===== config.mk =====
export PLATFORM = sky130hd
export DESIGN_NAME = multiplier_controller_tainttrack
export DESIGN_NICKNAME = d
export VERILOG_FILES = /design/src/rtl/multiplier_controller_tainttrack.sv
export SDC_FILE = /design/constraint.sdc
export NUM_CORES = 1
export LEC_CHECK = 0
export CORE_AREA = 2 2 39 41
export CTS_BUF_LIST = sky130_fd_sc_hd__clkbuf_4 sky130_fd_sc_hd__clkbuf_8 sky130_fd_sc_hd__clkbuf_16
export DETAILED_ROUTE_END_ITERATION = 8
export DIE_AREA = 0 0 41 43
export PLACE_DENSITY = 0.71
export REMOVE_ABC_BUFFERS = 1
export SKIP_CTS_REPAIR_TIMING = 1
export SYNTH_ARGS = -nofsm -noshare
export SYNTH_HDL_FRONTEND = slang
export SYNTH_SLANG_ARGS = --single-unit

===== constraint.sdc =====
create_clock -name clk -period 1.9 [get_ports clk]
set_clock_uncertainty 0.2 [all_clocks]
set_input_delay 0.38 -clock clk [delete_from_list [all_inputs] [get_ports clk]]
set_output_delay 0.38 -clock clk [all_outputs]
set_load 0.1 [all_outputs]

===== src/rtl/multiplier_controller_tainttrack.sv =====
// multiplier_controller_tainttrack
//   Control FSM for the taint-tracked sequential shift-add multiplier.
//   It sequences the load, clear, add and shift strobes over WIDTH
//   multiplier bits, then pulses done for one cycle.
//   All outputs are decoded from the registered state (Moore).
//   Every *_t output follows a sticky control-flow taint bit. That bit is
//   set when a start decision or a multiplier-bit decision depends on
//   tainted data.
//   Optional feature macro: TAINT_CLEAR_ON_IDLE_EN
//     When defined, the control taint is cleared on the DONE -> IDLE edge.
//     When undefined (the default), only rst clears it.
module multiplier_controller_tainttrack #(
  parameter int WIDTH = 4
) (
  input  logic             clk,
  input  logic             rst,
  input  logic             start,
  input  logic             start_t,
  input  logic [WIDTH-1:0] multiplierReg,
  input  logic [WIDTH-1:0] multiplierReg_t,
  output logic             mdld,
  output logic             mdld_t,
  output logic             mrld,
  output logic             mrld_t,
  output logic             rsclear,
  output logic             rsclear_t,
  output logic             rsload,
  output logic             rsload_t,
  output logic             rsshr,
  output logic             rsshr_t,
  output logic             busy,
  output logic             busy_t,
  output logic             done,
  output logic             done_t
);

  localparam int CNT_W = $clog2(WIDTH);
  localparam logic [CNT_W-1:0] LAST_BIT = CNT_W'(WIDTH - 1);

  typedef enum logic [2:0] {
    S_IDLE  = 3'd0,
    S_INIT  = 3'd1,
    S_CHECK = 3'd2,
    S_ADD   = 3'd3,
    S_SHIFT = 3'd4,
    S_DONE  = 3'd5
  } state_t;

  state_t           r_state;
  state_t           w_next_state;
  logic [CNT_W-1:0] r_cnt;
  logic [CNT_W-1:0] w_next_cnt;
  logic             r_ctrl_taint;
  logic             w_next_taint;
  logic             w_bit;
  logic             w_bit_t;

  assign w_bit   = multiplierReg[r_cnt];
  assign w_bit_t = multiplierReg_t[r_cnt];

  // State, bit counter and sticky control taint registers
  always_ff @(posedge clk or posedge rst) begin
    if (rst) begin
      r_state      <= S_IDLE;
      r_cnt        <= '0;
      r_ctrl_taint <= 1'b0;
    end else begin
      r_state      <= w_next_state;
      r_cnt        <= w_next_cnt;
      r_ctrl_taint <= w_next_taint;
    end
  end

  // Next-state, counter and taint-propagation logic
  always_comb begin
    w_next_state = r_state;
    w_next_cnt   = r_cnt;
    w_next_taint = r_ctrl_taint;
    case (r_state)
      S_IDLE: begin
        if (start) w_next_state = S_INIT;
        // The stay-or-go decision is tainted even when start is low.
        if (start_t) w_next_taint = 1'b1;
      end
      S_INIT: begin
        w_next_cnt   = '0;
        w_next_state = S_CHECK;
      end
      S_CHECK: begin
        w_next_state = w_bit ? S_ADD : S_SHIFT;
        if (w_bit_t) w_next_taint = 1'b1;
      end
      S_ADD: begin
        w_next_state = S_SHIFT;
      end
      S_SHIFT: begin
        if (r_cnt == LAST_BIT) begin
          w_next_state = S_DONE;
        end else begin
          w_next_cnt   = r_cnt + CNT_W'(1);
          w_next_state = S_CHECK;
        end
      end
      S_DONE: begin
        w_next_state = S_IDLE;
`ifdef TAINT_CLEAR_ON_IDLE_EN
        w_next_taint = 1'b0;
`else
        w_next_taint = r_ctrl_taint;
`endif
      end
      default: begin
        w_next_state = S_IDLE;
        w_next_cnt   = '0;
      end
    endcase
  end

  // Moore strobe decode; every taint output mirrors the control taint
  always_comb begin
    mdld    = 1'b0;
    mrld    = 1'b0;
    rsclear = 1'b0;
    rsload  = 1'b0;
    rsshr   = 1'b0;
    done    = 1'b0;
    busy    = (r_state != S_IDLE);
    case (r_state)
      S_INIT: begin
        mdld    = 1'b1;
        mrld    = 1'b1;
        rsclear = 1'b1;
      end
      S_ADD:   rsload = 1'b1;
      S_SHIFT: rsshr  = 1'b1;
      S_DONE:  done   = 1'b1;
      default: ;
    endcase
    mdld_t    = r_ctrl_taint;
    mrld_t    = r_ctrl_taint;
    rsclear_t = r_ctrl_taint;
    rsload_t  = r_ctrl_taint;
    rsshr_t   = r_ctrl_taint;
    busy_t    = r_ctrl_taint;
    done_t    = r_ctrl_taint;
  end

endmodule

### Yosys cells after proc, flatten, opt, wreduce, memory -nomap -nowiden

Index checks and enable logic that the tools add are counted.
Widths: inputs -> output; s select.

* $add $sub $neg: 1
* $lt $le $gt $ge: 1
* eq/ne operators: 10
* muxes and demuxes: 17
* bitwise gates (word level): 1
* reductions and logical operators: 6

Operators with widths (number)
* $pmux 3 s5: 1
* $mux 3: 3
* $mux 1: 8
* $ne 2x2->1 const B: 4
* $eq 3x2->1 const B: 2
* $eq 3x3->1 const B: 2
* $bmux 1 s2: 2
* $pmux 2 s2: 1
* $reduce_or 4->1: 1
* $eq 3x1->1 const B: 1
* $logic_not 3->1: 1
* $lt 2x3->1 const B: 1
* $reduce_and 3->1: 1
* $reduce_bool 3->1: 1
* $add 2x1->2 const B: 1
* $eq 2x2->1 const B: 1
* $mux 2: 1
* $pmux 1 s2: 1
* $reduce_and 2->1: 1
* $reduce_bool 2->1: 1
* $not 1->1: 1

* register bits after elaboration: 6
* input port bits: 12
* output and inout port bits: 14
* logic and storage cells: 39

### Logic depth before layout (Yosys ltp)

* depth after elaboration: 4
* mapped depth: 4
* mapped depth without buffers: 4

### Worst setup path after synthesis

No wires, ideal clock.

* path type: reg2out
* from: register r_state[0]
* to: output mrld
* data arrival time: 3482 ps
* data required time: 1320 ps
* slack: -2162 ps
* cell stages (with the launch flop): 4
* cells stage by stage: dfrtp_1 > buf_2 > nor3b_1 > buf_4

* word-level cells in the longest chain between the ends: 2

Ends and longest elaborated chain
* from (decl): RTL line 49 `state_t r_state;`
* from (signal assigned): RTL line 68 `r_state <= w_next_state;`
* $eq 3x1->1
* $mux 1
* to (decl): RTL line 23 `output logic mrld,`

No other way between the ends.

### Worst setup path in the final report

* from: register r_state[0]
* to: output busy

* word-level cells in the longest chain between the ends: 1

Ends and longest elaborated chain
* $reduce_bool 3->1: RTL line 127 `busy = (r_state != S_IDLE);`
* to (decl): RTL line 31 `output logic busy,`

No other way between the ends.

==> impl_results.rst <==
.. list-table::
   :header-rows: 1

   * - Metric
     - Value
   * - Outcome
     - finished clean
   * - Total Routed Length
     - 899 um
   * - Worst-case vdd ir drop
     - 1285 uV
   * - Summed instance area of the synthesized netlist
     - 439.2 um2
   * - Type of the worst setup path
     - reg -> out
   * - Endpoint required time on the critical path
     - 1.32 ns
   * - Filler Cells Inserted
     - 97
   * - Fraction of met3 tracks used by global routing
     - 7.853%
   * - Final hold slack
     - 0.1470 ns
   * - Setup slack on the worst flop-to-flop path
     - 0.15 ns
   * - Number of flops mapped to enable cells by yosys
     - 0
   * - Primary flip-flop cell chosen by synthesis mapping
     - dfrtp_1
   * - Max-slew violation count
     - 0
   * - Fraction of final layout cells sized beyond drive strength 1
     - 44.62%
   * - Via count of the first global-routing pass
     - 410
   * - Via count of the routed design
     - 382
   * - Area growth from synthesis to layout
     - 91.45%
   * - Top-level port count
     - 26
   * - Number of sinks handled by clock tree synthesis
     - 6
   * - Met2 track demand over resource in global routing
     - 20.63%
   * - Number of failing setup endpoints in the final timing report
     - 0
   * - Global-route track usage on met1
     - 17.06%
   * - Synthesis-stage register bit count
     - 6
   * - Setup slack after layout
     - 0.05810 ns
   * - Async S/R FF share, synth
     - 100.0%
   * - GR peak layer
     - met2
   * - Utilization of the core after routing
     - 60.76%
   * - First-pass GRT wire length
     - 1.656 mm
   * - Destination of the worst register-to-register timing path
     - busy_t$_DFFE_PP0P_
   * - Remaining routing DRC violations
     - 0
   * - Average cell area after synthesis
     - 9.981 um2
   * - HPWL after DPL
     - 744.6 um
   * - Highest clock frequency the design can meet
     - 542.9 MHz
   * - Period utilisation layout
     - 96.94%
   * - Final min period
     - 1.842 ns
   * - Pre-antenna DRT Iters
     - 4
   * - Largest net degree at the start of global routing
     - 11
   * - Core box area
     - 1384 um2
   * - Average wire length per cell after detail routing
     - 11.10 um
   * - Tot GR Track Use
     - 13.72%
   * - Leak Pwr
     - 0.3691 nW
   * - Crit-path max FO
     - 10
   * - Standard-cell row count
     - 14
   * - Starting utilization of the core area
     - 31.74%
   * - Area of the multi-input gates
     - 224.0 um2
   * - Path depth of the worst reg2reg path
     - 3
   * - Clock insertion delay at the later pin of the skew report
     - 0.24 ns
   * - Vert. Die Dim
     - 43 um
   * - TritonCTS buffer count
     - 3
   * - R2r startpoint
     - r_cnt[0]$_DFFE_PP0P_
   * - Number of nets in the layout
     - 80
   * - Max clock buf depth
     - 2
   * - Clock Root Buffer
     - clkbuf_4
   * - Vias per std cell
     - 4.716
   * - RSZ-0062 raised after global routing
     - no
   * - Final RePlAce weighted congestion
     - 0.7744
   * - Non-Filler Cell Area, Final
     - 840.8 um2
   * - Arr. time, crit path
     - 1.26 ns
   * - Worst Setup End Kind
     - output pin
   * - Cells after Synth
     - 44
   * - Number of distinct library cell variants in the gate-level netlist after synthesis
     - 23
   * - Area taken by flip-flops and latches
     - 153.9 um2
   * - Pre-CTS worst setup slack
     - -0.1509 ns
   * - Worst-Margin Slew
     - 0.4885 ns
   * - Max-capacitance violation count
     - 0
   * - Total global routing overflow
     - 0
   * - Share of the yosys chip area belonging to registers
     - 34.19%
   * - Max-slew headroom
     - 66.97%
   * - Power density normalized to cell area
     - 1705 nW/um2
   * - Diodes inserted
     - 0
   * - First-iteration detailed-routing DRC count
     - 5
   * - Initial antenna violation count
     - 0
   * - Area of the die
     - 1763 um2
   * - TritonCTS clock tree
     - done
   * - Maximum level of the CTS H-tree
     - 1
   * - Worst Hold Class
     - in -> async
   * - Worst-path clk slew
     - 0.04 ns
   * - Startpoint Class
     - flip-flop
   * - Residual antenna-violating net count after detailed routing
     - 0
   * - Number of failing hold endpoints at the final stage
     - 0
   * - Number of warnings issued by yosys
     - 0
   * - IO Port Bufs
     - 25
   * - Instance area after placement
     - 802.0 um2
   * - Width of the die
     - 41 um
area by class of cell:
class / count / area share [%]
timing repair buffer: 28 / 49.11
sequential: 6 / 18.30
clock buffer: 3 / 2.679
multi-input combinational: 26 / 26.64
tap: 16 / 2.381
inverter: 2 / 0.8929
cell usage after synthesis (2+ instances only):
cell type | count | area (um2)
a21oi_1 | 2 | 10.01
and2_1 | 2 | 12.51
and3_1 | 2 | 12.51
buf_2 | 2 | 10.01
buf_4 | 8 | 60.06
dfrtp_1 | 6 | 150.1
inv_1 | 2 | 7.510
nand2_1 | 2 | 7.510
nor2_1 | 4 | 15.01
layer usage:
layer / share of wire, % / routed length, um
met2: 51 / 460
met4: 0 / 0
met1: 40 / 357
met5: 0 / 0
met3: 9.0 / 81
worst max-delay path, stage by stage, from the launching register on:
cell,delay (ns)
dfrtp_2,0.45
or3_4,0.40
buf_12,0.17
placed cells by master, fill, tap and decap left out, types with 2 or more instances in the layout:
cell              n
buf_12           14
clkdlybuf4s50_1  11
nor2_1            3
dfrtp_1           3
clkbuf_4          3
buf_4             3
dfrtp_2           3
a21oi_1           2
and3_1            2
and2_1            2
nand2_1           2
how the worst max path moves through the flow:
stage / endpoint / slack (ns) / from
after floorplan: r_cnt[0]$_DFFE_PP0P_ / -6.15 / r_state[2]$_DFFE_PP0P_
after global placement: busy_t$_DFFE_PP0P_ / -0.13 / multiplierReg_t[3]
after detailed placement: busy_t$_DFFE_PP0P_ / -0.15 / multiplierReg_t[3]
after CTS: rsload / -0.05 / r_state[1]$_DFFE_PP0P_
after global routing: rsload / 0.01 / r_state[1]$_DFFE_PP0P_
final: busy / 0.06 / r_state[0]$_DFFE_PP0P_
stage by stage:
step                power [mW]  TNS [ns]  instances
global route             1.516         0         81
floorplan               0.7543    -60.48         34
CTS                      1.411   -0.1593         81
finish                   1.434         0         81
detailed placement       1.288   -0.1509         78
global placement         1.285   -0.1268         78
flip-flops by register name, summed over array words and instances, names as in the netlist:
signal,flops
r_state,3
r_cnt,2
busy_t,1
logic make-up (layout without fill, tap and decap cells):
logic type               after synthesis  after routing  synth area share, %
AND/OR/NAND/NOR                       14             14                17.38
buffers and inverters                 12             33                17.67
AO/OA/AOI/OAI                          8              8                14.25
flip-flops                             6              6                34.19
multiplexers                           3              3                13.68
adder cells (fa/ha/maj)                1              1                2.849
power by group:
part	internal, mW	total, mW	switching, mW	leakage [nW]
clock network	0.0712	0.114	0.0424	0.0138
registers	0.178	0.253	0.0757	0.0700
logic	0.418	1.07	0.649	0.285
No activity file was read; power rests on OpenSTA's default activity.
